<file path="src/rtl/uart_receiver.sv">
// 8N1 UART receive path: recovers bytes from rx_i using an OVERSAMPLE-x tick,
// sampling each bit at its centre. A framing error disarms start detection until the line idles high.
module uart_receiver #(
  parameter int OVERSAMPLE = 16
) (
  input  logic       clk_i,
  input  logic       rst_i,
  input  logic       rx_tick_i,
  input  logic       rx_i,
  output logic [7:0] r_out_o,
  output logic       r_done_o,
  output logic       frame_err_o,
  output logic       rx_busy_o
);

  localparam int TW = $clog2(OVERSAMPLE);
  localparam logic [TW-1:0] HALF_CNT = TW'(OVERSAMPLE / 2 - 1);
  localparam logic [TW-1:0] LAST_CNT = TW'(OVERSAMPLE - 1);

  typedef enum logic [1:0] {
    IDLE  = 2'd0,
    START = 2'd1,
    DATA  = 2'd2,
    STOP  = 2'd3
  } state_t;

  state_t          state_reg;
  logic [1:0]      sync_reg;
  logic            rx_s;
  logic            armed_reg;
  logic [TW-1:0]   tick_cnt_reg;
  logic [2:0]      bit_idx_reg;
  logic [7:0]      shift_reg;

  // Two-flop synchronizer; resets to the idle (high) line level.
  always_ff @(posedge clk_i or negedge rst_i) begin
    if (!rst_i) begin
      sync_reg <= 2'b11;
    end else begin
      sync_reg <= {sync_reg[0], rx_i};
    end
  end

  assign rx_s = sync_reg[1];

  always_ff @(posedge clk_i or negedge rst_i) begin
    if (!rst_i) begin
      state_reg    <= IDLE;
      armed_reg    <= 1'b1;
      tick_cnt_reg <= '0;
      bit_idx_reg  <= 3'd0;
      shift_reg    <= 8'h00;
      r_out_o      <= 8'h00;
      r_done_o     <= 1'b0;
      frame_err_o  <= 1'b0;
      rx_busy_o    <= 1'b0;
    end else begin
      r_done_o    <= 1'b0;
      frame_err_o <= 1'b0;
      case (state_reg)
        IDLE: begin
          if (rx_tick_i) begin
            if (rx_s) begin
              armed_reg <= 1'b1;
            end
            if (armed_reg && !rx_s) begin
              state_reg    <= START;
              tick_cnt_reg <= '0;
              rx_busy_o    <= 1'b1;
            end
          end
        end
        START: begin
          if (rx_tick_i) begin
            if (tick_cnt_reg == HALF_CNT) begin
              tick_cnt_reg <= '0;
              if (!rx_s) begin
                state_reg   <= DATA;
                bit_idx_reg <= 3'd0;
              end else begin
                // Line went back high before mid start bit: treat as a glitch.
                state_reg <= IDLE;
                rx_busy_o <= 1'b0;
              end
            end else begin
              tick_cnt_reg <= tick_cnt_reg + TW'(1);
            end
          end
        end
        DATA: begin
          if (rx_tick_i) begin
            if (tick_cnt_reg == LAST_CNT) begin
              tick_cnt_reg <= '0;
              shift_reg    <= {rx_s, shift_reg[7:1]};
              if (bit_idx_reg == 3'd7) begin
                state_reg <= STOP;
              end else begin
                bit_idx_reg <= bit_idx_reg + 3'd1;
              end
            end else begin
              tick_cnt_reg <= tick_cnt_reg + TW'(1);
            end
          end
        end
        STOP: begin
          if (rx_tick_i) begin
            if (tick_cnt_reg == LAST_CNT) begin
              tick_cnt_reg <= '0;
              state_reg    <= IDLE;
              rx_busy_o    <= 1'b0;
              if (rx_s) begin
                r_out_o  <= shift_reg;
                r_done_o <= 1'b1;
              end else begin
                frame_err_o <= 1'b1;
                armed_reg   <= 1'b0;
              end
            end else begin
              tick_cnt_reg <= tick_cnt_reg + TW'(1);
            end
          end
        end
        default: begin
          state_reg    <= IDLE;
          tick_cnt_reg <= '0;
          rx_busy_o    <= 1'b0;
        end
      endcase
    end
  end

endmodule

</file>
<file path="config.mk">
export PLATFORM = sky130hd
export DESIGN_NAME = uart_receiver
export DESIGN_NICKNAME = d
export VERILOG_FILES = /design/src/rtl/uart_receiver.sv
export SDC_FILE = /design/constraint.sdc
export NUM_CORES = 1
export LEC_CHECK = 0
export ABC_CLOCK_PERIOD_IN_PS = 4300
export CAP_MARGIN = 20
export CORE_AREA = 2 2 51 53
export CTS_BUF_LIST = sky130_fd_sc_hd__clkbuf_4
export DETAILED_ROUTE_END_ITERATION = 6
export DIE_AREA = 0 0 53 55
export GPL_TIMING_DRIVEN = 0
export PLACE_DENSITY_LB_ADDON = 0.05
export SLEW_MARGIN = 20
export SYNTH_ARGS = -nofsm -noshare
export SYNTH_HDL_FRONTEND = slang
export SYNTH_SLANG_ARGS = --single-unit
</file>
<file path="constraint.sdc">
create_clock -name clk_i -period 4.3 [get_ports clk_i]
set_input_delay 0.645 -clock clk_i [delete_from_list [all_inputs] [get_ports clk_i]]
set_output_delay 0.645 -clock clk_i [all_outputs]
set_load 0.1 [all_outputs]
</file>
==> out/results.ini <==
[clocking]
clock_latency_ns=0.34
h-tree-depth=2
cts_resized=0
clkSlewWorstSetupHoldPaths_ns=0.11
ctsHoldBuffers=0
cts_buffers=5
clockRootBuffer=clkbuf_4
post-cts-setup-buffers=0
tritoncts=done
clock_path_buffers=2
cts.sinks=31

[place]
routabilityCongestion=0.7673
io_buffers=14
dp_hpwl_um=1605
dp.cells=150
pre_cts_slack_ns=1.782

[detailed_routing]
drcViolationCount=0
drtPass1Iterations=4
avgRoutedWirePerCell_um=14.28
wirelength_um=2256
num_vias=874
viasPerCell=5.532
drtAntennaViolNets=0
drt_iter0_drc=5

[setup_path]
cp_data_arrival_time_ns=1.84
crit_slowest_cell=clkdlybuf4s50_1
critical_path_buf_inv_count=1
start_kind=register
path_depth=1
required_ns=3.65
crit_family=buffers and inverters
crit_type=register to primary output
critical-path-max-stage-delay_ns=1.13
cp-end-kind=primary output
path_max_fanout=2
rr_worst_depth=5
path_cells=clkdlybuf4s50_1

[floorplanning]
die_w_um=53
die-area_um2=2915
die_y_um=55
initial_core_util=0.5799
rows=18
core_um2=2365
io_pins=15

[yosys]
synthCells=106
seq_area_frac_synth=0.5684
ys_ff_latch=31
syn-cell-area_um2=1371
synth.distinct_cells=35
synth.avg_cell_area_um2=12.94
yosysWarnings=0
synth_nets=113

[grt]
groute.usage.overall=0.1911
overflow=0
grt_pass1_wl_um=3781
grt_max_degree=32
antenna_found_initial=0
grt_pass1_vias=862

[sta]
slew_headroom=0.3497
clock_skew_ns=0.01958
fin_crit_ns=2.486
tightest_slew_ns=0.9724
max_freq_mhz=402.3
rsz0062_at_grt=false
setup_ws_ns=1.814
setup_viol=0
fin_crit_sh=0.5780
hold_viol_final=0
final.setup.tns_ns=0
slew_viol_final=0

[cells_and_area]
diodes=0
nNetsFinal=134
final_cell_mix=dfrtp_1 (28), mux2_2 (15), clkdlybuf4s50_1 (13)
layout_commonest_cell=dfrtp_1
drive_gt1_frac=0.2891
syn_to_final_growth_pct=16.51
finalNonFillerCells=158

[pwr]
leakagePower_nw=0.7648
powerDensity_nw_per_um2=439.2
ir_drop_uv=353.4

[min_path]
hold_class=input pin to async pin

[flow_run]
drv_cap=0

[status]
status=completed

[metrics by stage]
stage | hold WS, ns | util | area (µm²) | total power (W)
global route | 0.3606 | 0.6757 | 1598 | 0.0007499
CTS | 0.3320 | 0.6757 | 1598 | 0.0007090
global placement | 0.3456 | 0.6550 | 1549 | 0.0005348
floorplan | 0.3452 | - | 1371 | 0.0004989
detailed placement | 0.3504 | 0.6529 | 1544 | 0.0005435
finish | 0.3159 | 0.6757 | 1598 | 0.0007018
[cells in the mapped netlist (all sizes together)]
cell type	count	area [µm²]
o21ai	8	40.03
and4	1	8.760
a31oi	1	6.260
nand4	1	12.51
nand2b	1	6.260
a211oi	1	7.510
a2bb2oi	1	8.760
or2	1	6.260
nor3	3	26.28
o41ai	2	17.52
buf	2	10.01
ha	3	37.54
nand3	2	10.01
o22ai	1	6.260
nor2	8	37.54
o31ai	2	28.78
a21o	1	7.510
inv	5	18.77
and4bb	1	12.51
mux2i	1	10.01
xor2	1	8.760
nor4	1	6.260
a32o	1	10.01
nand4b	1	8.760
dfrtp	28	700.7
dfstp	3	78.83
nor2b	1	6.260
mux2	18	210.2
nand2	6	22.52
[area by class of cell]
| class | count | area [µm²] |
|---|---|---|
| Clock inverter | 2 | 8.758 |
| Clock buffer | 6 | 45.04 |
| Inverter | 5 | 18.77 |
| Tap cell | 30 | 37.54 |
| Multi-Input combinational cell | 68 | 563.0 |
| Fill cell | 185 | 767.0 |
| Sequential cell | 31 | 779.5 |
| Buffer | 2 | 10.01 |
| Timing Repair Buffer | 14 | 135.1 |
[power by group]
part,internal [W],total [W],switching (W)
Clock,0.0000676,0.000164,0.0000961
Combinational,0.0000730,0.000188,0.000115
Sequential,0.000323,0.000350,0.0000265
Total,0.000464,0.000702,0.000238
[worst reg2reg max path, cell delays in order, from the launching register on]
cell,delay [ns]
dfrtp_1,0.41
ha_1,0.29
and4_1,0.27
o31ai_4,0.45
nor2_2,0.08
mux2_4,0.31
[layer usage]
layer / global-route usage / share of wire / vias up
li1: - / - / 428
met1: 0.2185 / 0.45 / 426
met2: 0.3125 / 0.49 / 15
met3: 0.08065 / 0.041 / 5
met4: 0.08974 / 0.016 / 0
met5: 0 / 0 / -
[logic make-up after synthesis]
logic type / after synthesis / share of synthesized area
adders and majority gates: 3 / 0.02738
buffers and inverters: 7 / 0.02099
muxes: 19 / 0.1606
AOI/OAI and AO/OA: 18 / 0.09672
xor gates and xnor gates: 1 / 0.006388
and+or+nand+nor: 27 / 0.1195
DFF: 31 / 0.5684
[worst paths after layout]
path / to / slack, ns / from
max in group asynchronous: r_out_o[5]$_DFFE_PN0P_ / 3.55 / rst_i
max reg2reg: bit_idx_reg[0]$_DFFE_PN0P_ / 2.38 / tick_cnt_reg[0]$_DFFE_PN0P_
min reg2reg: sync_reg[1]$_DFF_PN1_ / 0.36 / sync_reg[0]$_DFF_PN1_
max: r_out_o[0] / 1.81 / r_out_o[0]$_DFFE_PN0P_
min in group clk_i: sync_reg[1]$_DFF_PN1_ / 0.36 / sync_reg[0]$_DFF_PN1_
min: r_out_o[0]$_DFFE_PN0P_ / 0.32 / rst_i
Note: power is estimated with default switching activity, not from simulation.
